<file path="config.mk">
export PLATFORM = sky130hd
export DESIGN_NAME = stream_pattern_gen
export DESIGN_NICKNAME = d
export VERILOG_FILES = /design/src/rtl/stream_pattern_gen_pkg.sv /design/src/rtl/stream_pattern_gen_lfsr32_step.sv /design/src/rtl/stream_pattern_gen.sv
export SDC_FILE = /design/constraint.sdc
export NUM_CORES = 1
export LEC_CHECK = 0
export ABC_AREA = 1
export CAP_MARGIN = 25
export CELL_PAD_IN_SITES_DETAIL_PLACEMENT = 0
export CELL_PAD_IN_SITES_GLOBAL_PLACEMENT = 1
export CORE_ASPECT_RATIO = 1.2
export CORE_UTILIZATION = 37
export DETAILED_ROUTE_END_ITERATION = 12
export PLACE_DENSITY_LB_ADDON = 0.2
export SLEW_MARGIN = 20
export SYNTH_ARGS = -nofsm -noshare
export SYNTH_HDL_FRONTEND = slang
export SYNTH_HIERARCHICAL = 1
export SYNTH_SLANG_ARGS = --single-unit
</file>
<file path="constraint.sdc">
create_clock -name clk -period 2.2 [get_ports clk]
set_clock_uncertainty 0.05 [all_clocks]
set_input_delay 0.66 -clock clk [delete_from_list [all_inputs] [get_ports clk]]
set_output_delay 0.66 -clock clk [all_outputs]
set_load 0.05 [all_outputs]
</file>
<file path="src/rtl/stream_pattern_gen_pkg.sv">
// Shared definitions for the stream pattern generator.
//   mode_e    : pattern selection carried on cfg_mode
//   state_e   : run-control FSM state
//   LFSR_TAPS : right-shift Galois mask for x^32+x^22+x^2+x+1
package stream_pattern_gen_pkg;

  typedef enum logic [1:0] {
    MODE_CONST = 2'd0,
    MODE_RAMP  = 2'd1,
    MODE_LFSR  = 2'd2,
    MODE_ALT   = 2'd3
  } mode_e;

  typedef enum logic {
    ST_IDLE = 1'b0,
    ST_RUN  = 1'b1
  } state_e;

  // Bit (e-1) is set for each non-leading exponent e of the polynomial
  // (32, 22, 2, 1), so the feedback term is XORed in after the right shift.
  localparam logic [31:0] LFSR_TAPS = 32'h8020_0003;

endpackage

</file>
<file path="src/rtl/stream_pattern_gen_lfsr32_step.sv">
// One step of the 32-bit Galois LFSR (purely combinational).
//   i_state : current LFSR contents
//   o_next  : contents after one shift
module lfsr32_step
  import stream_pattern_gen_pkg::*;
(
  input  logic [31:0] i_state,
  output logic [31:0] o_next
);

  always_comb begin
    o_next = {1'b0, i_state[31:1]};
    if (i_state[0]) begin
      o_next = o_next ^ LFSR_TAPS;
    end
  end

endmodule

</file>
<file path="src/rtl/stream_pattern_gen.sv">
// Framed test-pattern stream source.
//   clk, aresetn          : clock, asynchronous active-low reset
//   start, stop           : run request (IDLE only) / end run after current frame
//   cfg_*                 : pattern mode, seed, ramp step, frame length, frame count
//   out_valid/ready/data/last : output stream, out_last marks beat N of a frame
//   busy, done, frame_cnt : run status, end-of-run pulse, completed frames
// Stream handshake: a beat transfers on a rising edge where out_valid and
// out_ready are both high; while out_valid is high and out_ready is low,
// out_data and out_last hold and out_valid stays high.
module stream_pattern_gen
  import stream_pattern_gen_pkg::*;
#(
  parameter int DATA_W = 8,
  parameter int LEN_W  = 16,
  parameter int CNT_W  = 16
) (
  input  logic              clk,
  input  logic              aresetn,
  input  logic              start,
  input  logic              stop,
  input  logic [1:0]        cfg_mode,
  input  logic [DATA_W-1:0] cfg_seed,
  input  logic [DATA_W-1:0] cfg_step,
  input  logic [LEN_W-1:0]  cfg_frame_len,
  input  logic [CNT_W-1:0]  cfg_num_frames,
  output logic              out_valid,
  input  logic              out_ready,
  output logic [DATA_W-1:0] out_data,
  output logic              out_last,
  output logic              busy,
  output logic              done,
  output logic [CNT_W-1:0]  frame_cnt
);

  state_e            r_state;
  state_e            w_state_nxt;
  mode_e             r_mode;
  logic [DATA_W-1:0] r_step;
  logic [LEN_W-1:0]  r_len;
  logic [CNT_W-1:0]  r_num;
  logic [LEN_W-1:0]  r_beat;
  logic [CNT_W-1:0]  r_frame_cnt;
  logic [31:0]       r_lfsr;
  logic [DATA_W-1:0] r_data;
  logic              r_valid;
  logic              r_last;
  logic              r_done;
  logic              r_stop_seen;

  logic              w_hs;
  logic              w_start_ok;
  logic              w_run_end;
  logic [LEN_W-1:0]  w_beat_nxt;
  logic [CNT_W-1:0]  w_frame_cnt_inc;
  logic [31:0]       w_seed_ext;
  logic [31:0]       w_lfsr_nxt;
  logic [DATA_W-1:0] w_data_nxt;

  lfsr32_step u_lfsr_step (
    .i_state (r_lfsr),
    .o_next  (w_lfsr_nxt)
  );

  assign w_hs            = r_valid & out_ready;
  assign w_start_ok      = (r_state == ST_IDLE) & start & (cfg_frame_len != '0);
  assign w_frame_cnt_inc = r_frame_cnt + 1'b1;
  assign w_beat_nxt      = r_last ? LEN_W'(1) : r_beat + 1'b1;

  // The run ends only on a last-beat handshake; a pending or coincident stop
  // therefore always lets the current frame finish.
  assign w_run_end = (r_state == ST_RUN) & w_hs & r_last &
                     (((r_num != '0) && (w_frame_cnt_inc == r_num)) |
                      r_stop_seen | stop);

  // An all-zero LFSR would lock up, so a zero seed loads 1 instead.
  always_comb begin
    w_seed_ext               = '0;
    w_seed_ext[DATA_W-1:0]   = cfg_seed;
    if (w_seed_ext == 32'd0) begin
      w_seed_ext = 32'd1;
    end
  end

  // Constant, ramp and alternating patterns all derive from the sample now
  // on the bus, so no separate seed copy is kept during the run.
  always_comb begin
    w_data_nxt = r_data;
    case (r_mode)
      MODE_CONST: w_data_nxt = r_data;
      MODE_RAMP:  w_data_nxt = r_data + r_step;
      MODE_LFSR:  w_data_nxt = w_lfsr_nxt[DATA_W-1:0];
      MODE_ALT:   w_data_nxt = ~r_data;
      default:    w_data_nxt = r_data;
    endcase
  end

  always_ff @(posedge clk or negedge aresetn) begin
    if (!aresetn) begin
      r_state <= ST_IDLE;
    end else begin
      r_state <= w_state_nxt;
    end
  end

  always_comb begin
    w_state_nxt = r_state;
    case (r_state)
      ST_IDLE: if (w_start_ok) w_state_nxt = ST_RUN;
      ST_RUN:  if (w_run_end)  w_state_nxt = ST_IDLE;
      default: w_state_nxt = ST_IDLE;
    endcase
  end

  always_ff @(posedge clk or negedge aresetn) begin
    if (!aresetn) begin
      r_mode      <= MODE_CONST;
      r_step      <= '0;
      r_len       <= '0;
      r_num       <= '0;
      r_beat      <= '0;
      r_frame_cnt <= '0;
      r_lfsr      <= '0;
      r_data      <= '0;
      r_valid     <= 1'b0;
      r_last      <= 1'b0;
      r_done      <= 1'b0;
      r_stop_seen <= 1'b0;
    end else begin
      r_done <= 1'b0;
      if (w_start_ok) begin
        r_mode      <= mode_e'(cfg_mode);
        r_step      <= cfg_step;
        r_len       <= cfg_frame_len;
        r_num       <= cfg_num_frames;
        r_lfsr      <= w_seed_ext;
        r_beat      <= LEN_W'(1);
        r_valid     <= 1'b1;
        r_last      <= (cfg_frame_len == LEN_W'(1));
        r_frame_cnt <= '0;
        r_stop_seen <= 1'b0;
        if (mode_e'(cfg_mode) == MODE_LFSR) begin
          r_data <= w_seed_ext[DATA_W-1:0];
        end else begin
          r_data <= cfg_seed;
        end
      end else if (r_state == ST_RUN) begin
        if (stop) begin
          r_stop_seen <= 1'b1;
        end
        if (w_hs) begin
          if (r_last) begin
            r_frame_cnt <= w_frame_cnt_inc;
          end
          if (w_run_end) begin
            r_valid     <= 1'b0;
            r_last      <= 1'b0;
            r_done      <= 1'b1;
            r_stop_seen <= 1'b0;
          end else begin
            r_beat <= w_beat_nxt;
            r_last <= (w_beat_nxt == r_len);
            r_data <= w_data_nxt;
            r_lfsr <= w_lfsr_nxt;
          end
        end
      end
    end
  end

  assign out_valid = r_valid;
  assign out_data  = r_data;
  assign out_last  = r_last;
  assign busy      = (r_state != ST_IDLE);
  assign done      = r_done;
  assign frame_cnt = r_frame_cnt;

endmodule

</file>
After elaboration in Yosys (flattened, before gate mapping)
Index checks and enable logic that the tools add are counted.
- input bits: 55
- output and inout bits: 28
- bits in latches: 0
- bits in writable memories: 0
- memories: 0
- word-level logic and storage cells: 91
- register bits: 119
- bits in read-only memories: 0
- equal/unequal tests: 9
- div/mod/pow operators: 0
- multipliers: 0
- add/sub/neg operators: 3
- reductions and logical operators: 14
- order comparisons: 0
- mux-type cells: 41
- shift-type cells: 0
- bitwise logic cells: 11
- operators with widths (cell ; count):
    32-bit 2-to-1 mux ; 5
    16-bit 2-to-1 mux ; 9
    8-bit 2-to-1 mux ; 6
    16-bit by 1-bit adder with 16-bit output, second input constant ; 2
    16-bit equality test ; 2
    16-bit nonzero test ; 2
    8-bit case mux with 3 select lines ; 1
    1-bit 2-to-1 mux ; 19
    16-bit by 1-bit equality test with 1-bit output, second input constant ; 1
    3-bit AND reduction ; 3
    8-bit adder ; 1
    8-bit logical NOT ; 1
    8-bit inverter ; 1
    2-bit nonzero test ; 4
    1-bit bitwise AND ; 6
    2-bit equality test, second input constant ; 3
    2-bit != test, second input constant ; 2
    3-bit inverter with 4-bit output ; 1
    4-bit AND reduction ; 1
    2-bit by 1-bit equality test with 1-bit output, second input constant ; 1
    2-bit logical NOT ; 1
    1-bit bitwise OR ; 2
    1-bit case mux with 2 select lines ; 1
    2-bit AND reduction ; 1
    other kinds (2) ; 2

Longest topological paths before layout
Gate-level depths: netlist of run 1.
- word-level depth: 10
- depth in mapped cells: 20
- mapped depth without buffers: 19

Hierarchy
The synthesis of run 1 kept the hierarchy.
- by module, submodules not included (module ; area an instance (µm²) ; instances ; cells an instance):
    stream_pattern_gen ; 6680.2 ; 1 ; 917
    lfsr32_step ; 266.5 ; 1 ; 42

Worst setup path before layout of run 1
No wires, ideal clock.
- kind: reg2reg
- start: register r_frame_cnt[0], in the netlist frame_cnt[0]
- end: register r_lfsr[10]
- stages on the path, launching flop included: 18
- path slack: -371 ps
- clock period less this slack: 2571 ps
- setup time: 116 ps
- data arrival time: 2405 ps
- cells stage by stage: dfrtp_1 ha_1 nand2_1 nor3_4 nand3_1 nand3_1 nand2_1 nor2_1 nand2_1 nor2_1 nand2_1 nand2_2 nand2_4 nand3_2 inv_2 buf_4 nand2_1 nand2_1
- longest elaborated chain between the ends: 8
- RTL lines (element ; line ; source):
    from (decl) ; stream_pattern_gen.sv:42 ; logic [CNT_W-1:0] r_frame_cnt;
    from (signal assigned) ; stream_pattern_gen.sv:152 ; r_frame_cnt <= w_frame_cnt_inc;
    16-bit by 1-bit adder with 16-bit output ; stream_pattern_gen.sv:66 ; assign w_frame_cnt_inc = r_frame_cnt + 1'b1;
    16-bit equality test ; stream_pattern_gen.sv:72 ; (((r_num != '0) && (w_frame_cnt_inc == r_num)) |
    1-bit logical AND ; stream_pattern_gen.sv:72 ;
    1-bit bitwise OR ; stream_pattern_gen.sv:72 ;
    1-bit bitwise OR ; stream_pattern_gen.sv:73 ; r_stop_seen | stop);
    1-bit bitwise AND ; stream_pattern_gen.sv:71 ; assign w_run_end = (r_state == ST_RUN) & w_hs & r_last &
    2-bit != test (no line) ; -- ;
    3-bit AND reduction (no line) ; -- ;
    to (signal assigned) ; stream_pattern_gen.sv:135 ; r_lfsr <= w_seed_ext;
    to (signal assigned) ; stream_pattern_gen.sv:163 ; r_lfsr <= w_lfsr_nxt;
    to (decl) ; stream_pattern_gen.sv:43 ; logic [31:0] r_lfsr;
No other way between the ends.
A chain may end at the register's enable or synchronous reset.

Final worst setup path of run 1
- start: input cfg_frame_len[14]
- end: register r_data[5], in the netlist out_data[5]
- longest elaborated chain between the ends: 4
- elaborated cells between the ends (all ways): 8
- RTL lines (element ; line ; source):
    from (decl) ; stream_pattern_gen.sv:24 ; input logic [LEN_W-1:0] cfg_frame_len,
    16-bit nonzero test * ; stream_pattern_gen.sv:65 ; assign w_start_ok = (r_state == ST_IDLE) & start & (cfg_frame_len != '0);
    1-bit bitwise AND * ; stream_pattern_gen.sv:65 ;
    2-bit != test (no line) or 2-bit nonzero test (tied branches) ; -- ;
    4-bit AND reduction (no line) ; -- ;
    to (signal assigned) ; stream_pattern_gen.sv:142 ; r_data <= w_seed_ext[DATA_W-1:0];
    to (signal assigned) ; stream_pattern_gen.sv:144 ; r_data <= cfg_seed;
    to (signal assigned) ; stream_pattern_gen.sv:162 ; r_data <= w_data_nxt;
    to (decl) ; stream_pattern_gen.sv:44 ; logic [DATA_W-1:0] r_data;
Every way passes the cells marked *; elsewhere a longest branch is shown, timed or not.

==> results of run 1 <==
[cells by family (layout without fill, tap and decap cells)]
logic type | Yosys count | after routing | share of synthesized area, %
AO/OA/AOI/OAI | 113 | 113 | 9.19
XOR/XNOR | 17 | 17 | 2.14
adder cells (fa/ha/maj) | 10 | 10 | 1.91
buffers and inverters | 166 | 321 | 11.2
flip-flops | 119 | 119 | 42.9
AND/OR/NAND/NOR | 534 | 535 | 32.7
[cell type report]
class	instances	area share [%]
Tap cell	252	3.39
Inverter	110	4.53
Clock buffer	21	4.96
Sequential cell	119	32.3
Multi-Input combinational cell	675	35.9
Clock inverter	11	1.86
Timing Repair Buffer	179	17.1
[worst paths after layout]
path                              startpoint            to  slack (ns)  cells past startpoint
max                        cfg_frame_len[14]   out_data[5]       -0.16                     13
min reg2reg                        r_lfsr[9]     r_lfsr[8]        0.42                      2
min                                  aresetn     r_len[13]        0.22                      2
max reg2reg                     frame_cnt[1]   out_data[5]       -0.12                     16
min in group clk                   r_lfsr[9]     r_lfsr[8]        0.42                      2
max in group asynchronous            aresetn  frame_cnt[4]        1.47                      2
[registers in the layout, indices dropped and copies added, names as in the netlist]
signal       cells
r_num           16
r_len           16
out_valid        1
done             1
r_mode           2
r_stop_seen      1
busy             1
r_beat          16
out_last         1
r_step           8
frame_cnt       16
r_lfsr          32
out_data         8
[worst max-delay path: cells and delay by family]
kind,cells,cell delay [ns]
simple gates,8,1.09
buf+inv,5,0.87
[repair_timing]
item,4_1_cts,5_1_grt
resized for setup,20,20
hold buffers,0,0
setup endpoints to repair,60,75
cloned,1,2
buffers inserted,4,4
pin swaps,1,2
[synth_stat cells, types with 4 or more instances]
library cell,instances
o21ai_1,11
o221ai_1,4
o21bai_1,5
clkbuf_1,16
buf_2,5
o22ai_1,4
dfrtp_1,119
nand2_2,12
nor2_1,60
nand4_1,25
ha_1,9
nor3_1,5
nand2_1,355
nand3_1,59
o21ai_0,61
a21oi_1,16
xnor2_1,8
buf_4,31
xor2_1,9
inv_1,107
[layer usage]
metal | up-vias | wire length (um) | global-route usage (%)
met4 | 0 | 242 | 5.78
met1 | 2936 | 8640 | 25.9
li1 | 3327 | - | -
met5 | - | 0 | 0
met2 | 97 | 9310 | 35.5
met3 | 20 | 533 | 3.45
[metrics by stage]
| stage | worst slack, ns | power, mW | instances | utilization (%) | hold WS [ns] |
|---|---|---|---|---|---|
| after floorplan | -0.0300 | 6.91 | 959 | - | 0.314 |
| after global placement | -0.488 | 8.27 | 1324 | 45.9 | 0.403 |
| after detailed placement | -0.500 | 8.31 | 1324 | 45.9 | 0.410 |
| after CTS | -0.132 | 11.5 | 1361 | 50.0 | 0.248 |
| after global routing | -0.301 | 12.4 | 1367 | 50.7 | 0.282 |
| final | -0.162 | 11.5 | 1367 | 50.7 | 0.224 |
[power by group through the flow]
stage,combinational (mW),clock [mW],sequential (mW)
floorplan,2.84,0,4.07
global placement,4.59,0,3.68
detailed placement,4.65,0,3.66
CTS,4.80,3.08,3.65
global route,5.48,3.15,3.76
finish,4.87,3.02,3.64
==> results.cfg, run 1 <==
[detailed_routing]
wl_um = 18700
wl_per_cell_um = 13.7
num_vias = 6380
drt_iter0_drc = 287
drc = 0
via_per_inst = 4.67
dr.pass1.iters = 5
ant_nets = 0

[sta]
slew_headroom_pct = 67.9
grt_setup_unrepaired = yes
slew_viol_final = 0
final.setup.worst_slack_ns = -0.162
finalSetupViolCount = 60
totalNegativeSetupSlack_ns = -6.97
final_hold_viol_count = 0
fmax_mhz = 423
timing.final.crit_share_pct = 107
tightest_slew_ns = 0.481
finalCriticalPeriod_ns = 2.36

[floorplan]
dieArea_mm2 = 0.0193
initial_core_util_pct = 37.9
pin_count = 83
die_h_um = 152
fp.dieW_um = 127
core-area_mm2 = 0.0183
num_rows = 54

[logic_synthesis]
synth_area_per_cell_um2 = 7.24
async_flop_share_pct = 100
synth.area.top_cells = dfrtp_1, nand2_1, inv_1, o21ai_0, nand3_1
synth-edff-count = 0
ys_ff_latch = 119
yosysTopAreaCell = dfrtp_1
syn-instance-count = 959
synth_fp_nets = 1024
synth_top_area_share_pct = 42.9
synth_warnings = 6
syn_area_mm2 = 0.00695
ys_types = 41
synth-main-ff-cell = dfrtp_1
synth-seq-area-share_pct = 42.9

[setup_path]
endpoint_kind = flop
criticalPathCategory = input port to flop
slowest_stage = clkdlybuf4s50_1
cp_data_arrival_time_ns = 2.62
cp-start-kind = input port
cp_data_required_time_ns = 2.46
path_cells = clkdlybuf4s50_1 -> inv_1 -> nand4_1 -> nor2_1 -> nand4_1 -> nand2_2 -> inv_2 -> nor2_1 -> inv_1 -> nand2_8 -> inv_2 -> nand3_1 -> nand2_1
cp_max_fo = 9
max_stage_delay_ns = 0.40

[power_and_ir_drop]
ir_drop_mv = 0.653
p_sw_share_pct = 39.7
clkPwrFrac_pct = 26.2
power_density_mw_per_mm2 = 1240
pwr-share-seq_pct = 31.6
combPwrFrac_pct = 42.2
p_int_mw = 6.94
p_switching_mw = 4.58
power.leakage_nw = 4.68

[status]
status = complete, but fails checks
failed_checks = setup timing

[global_routing]
grt_use_total_pct = 20.4
grt_pass1_vias = 6233
gr-total-overflow = 0
grt_max_degree = 83
antenna_found_initial = 0
grt_pass1_wl_um = 31000

[placement]
hpwl_um = 13700
placed_cell_area_mm2 = 0.00841
gp_congestion = 0.800
port_buffers = 82

[final_layout]
layout_commonest_cell = nand2_1
final_nets = 1167
fill_cells = 1827
fin_area_mm2 = 0.00929
drive_gt1_share_pct = 20.1
diodes = 0
multi_input_area_mm2 = 0.00333
syn2layout_area_growth_pct = 33.7
layout_common_cells = nand2_1, buf_4, dfrtp_1
regArea_mm2 = 0.00300

[cts]
htree_levels = 4
clk_latency_ns = 0.42
cts.sinks = 119
cts.reportedPaths.clkPinSlew_ns = 0.06
cts_tree = done
cts.path.max_buffers = 2
cts-root-buf = clkbuf_16
cts_inserted_buffers = 17

[run]
cap_viol_max_count = 0

[worst_hold_path]
min_path_type = input port to asynchronous set/reset pin
Power figures use the tool's default switching activity.
==> run 2, diff against run 1 <==
--- a/config.mk
+++ b/config.mk
@@ -10,6 +10,7 @@
 export CELL_PAD_IN_SITES_DETAIL_PLACEMENT = 0
 export CELL_PAD_IN_SITES_GLOBAL_PLACEMENT = 1
 export CORE_ASPECT_RATIO = 1.2
+export CORE_MARGIN = 2
 export CORE_UTILIZATION = 37
 export DETAILED_ROUTE_END_ITERATION = 12
 export PLACE_DENSITY_LB_ADDON = 0.2
==> run 2 against run 1 <==
Effect of this change: the flow still finishes with violations (setup timing); fmax increased by 2.1%; wire length increased by 0.21%; critical path depth increased by 3; worst setup slack improved by 0.049 ns; sequential share of layout area decreased by 0.62 points; via count increased by 0.83%; hold slack got worse by 0.16 ns; register-to-register slack about the same; critical path type is now flop to flop; critical endpoint is now r_beat[14]; largest cell class unchanged; largest power group unchanged.
==> results.cfg, run 2 (synthesized netlist as in run 1, its figures left out) <==
[cts]
cts_hold_buffers = 0
cts-root-buf = clkbuf_16
cts_tree = done
htree_levels = 4
clk_latency_ns = 0.41
cts.sinks = 119
cts.reportedPaths.clkPinSlew_ns = 0.06
cts.path.max_buffers = 2
cts_inserted_buffers = 17

[final_layout]
layout_commonest_cell = nand2_1
diodes = 0
fill_cells = 1824
drive_gt1_share_pct = 23.0
largest_reg_flops = 32
final_nets = 1170
layout_common_cells = nand2_1, buf_4, dfrtp_1
syn2layout_area_growth_pct = 36.3
regMostFlops = r_lfsr

[sta]
timing.final.crit_share_pct = 105
finalSetupViolCount = 59
slew_viol_final = 0
final_hold_viol_count = 0
final.setup.worst_slack_ns = -0.113
slew_headroom_pct = 71.6
grt_setup_unrepaired = yes
finalCriticalPeriod_ns = 2.31
fmax_mhz = 432
tightest_slew_ns = 0.424
hold_slack_ns = 0.0679

[global_routing]
grt_pass1_vias = 6353
grt_max_degree = 50
grt_pass1_wl_um = 31000
antenna_found_initial = 0
gr-total-overflow = 0
grt_use_total_pct = 19.8

[detailed_routing]
wl_met2_um = 9320
drc = 0
num_vias = 6433
highest_layer = met4
wl_met3_um = 557
wl_per_cell_um = 13.7
ant_nets = 0
dr.pass1.iters = 5
drt_iter0_drc = 301
via_per_inst = 4.70
wirelength_met1_um = 8650
wl_um = 18800

[floorplan]
num_rows = 54
die_h_um = 154
core-area_mm2 = 0.0183
fp.dieW_um = 129
dieArea_mm2 = 0.0199
initial_core_util_pct = 37.9
pin_count = 83

[placement]
port_buffers = 82
hpwl_um = 13800
post-place-ws_ns = -0.441
gp_congestion = 0.807

[run]
cap_viol_max_count = 0

[power_and_ir_drop]
ir_drop_mv = 0.642
power_density_mw_per_mm2 = 1240
power.leakage_nw = 4.77

[status]
status = complete, but fails checks
failed_checks = setup timing

[setup_path]
cp_data_arrival_time_ns = 2.60
cp_max_fo = 8
slowest_stage = dfrtp_2
cp_data_required_time_ns = 2.48
max_stage_delay_ns = 0.40
cp-start-kind = flop
endpoint_kind = flop
criticalPathCategory = flop to flop
path_cells = ha_4 -> nand2_4 -> inv_2 -> nand2_2 -> o21ai_1 -> nand2_1 -> nand2_1 -> nand4_1 -> nor2_1 -> nand2_1 -> nand2_2 -> nand2_4 -> nand2_8 -> clkbuf_16 -> nand2_2 -> o21ai_1

[worst_hold_path]
min_path_type = input port to asynchronous set/reset pin
==> run 2: cell count changes in the layout (fill, tap and decap cells not counted), moves of 8 or more <==
cell and delta:
nand2_2 +16, o21ai_1 -8, nand2_4 +8, nand2_1 -23
==> run 2: timing repair <==
item,CTS,global route
gates cloned,1,2
resized for setup,14,57
buffers inserted,3,4
pin swaps,0,4
setup endpoints to repair,59,69
==> run 2: worst paths after layout <==
path	start	end	slack, ns	cells after the start
setup / recovery	frame_cnt[1]	r_beat[14]	-0.11	16
hold / removal	aresetn	r_beat[10]	0.07	1
setup reg to reg	frame_cnt[1]	r_beat[14]	-0.11	16
hold reg to reg	r_lfsr[27]	r_lfsr[26]	0.41	2
max in group asynchronous	aresetn	out_data[1]	1.43	2
min in group clk	r_lfsr[27]	r_lfsr[26]	0.41	2
==> run 2: area by class of cell <==
class	instances	area, um^2	share of cell area (%)
Clock inverter	9	173	1.82
Tap cell	252	315	3.33
Timing Repair Buffer	182	1650	17.4
Clock buffer	23	468	4.94
Multi-Input combinational cell	675	3440	36.4
Sequential cell	119	3000	31.6
Inverter	110	428	4.52
==> run 2: through the flow <==
step | TNS, ns | std cells | total power [mW] | util [%] | cell area, um^2
global placement | -30.54 | 1329 | 8.33 | 46.3 | 8480
CTS | -4.48 | 1365 | 11.6 | 50.3 | 9210
finish | -4.39 | 1370 | 11.7 | 51.7 | 9470
floorplan | -0.251 | 959 | 6.91 | - | 7030
global route | -16.67 | 1370 | 12.7 | 51.7 | 9470
detailed placement | -35.51 | 1329 | 8.37 | 46.3 | 8480
==> run 2: power breakdown <==
group / internal (mW) / switching, mW
sequential: 2.97 / 0.665
clock: 2.06 / 1.00
combinational: 2.10 / 2.93
==> run 2: worst max-delay path, delay by kind of cell, from the launching register on <==
kind / cells / cell delay (ns)
simple gates: 11 / 1.09
buf+inv: 2 / 0.25
flops: 1 / 0.40
fa+ha+maj: 1 / 0.17
compound gates: 2 / 0.27
==> run 2: layer usage <==
layer | up-vias | track usage [%]
li1 | 3326 | -
met1 | 2977 | 25.6
met4 | 0 | 5.43
met3 | 22 | 4.11
met5 | - | 0
met2 | 108 | 33.5
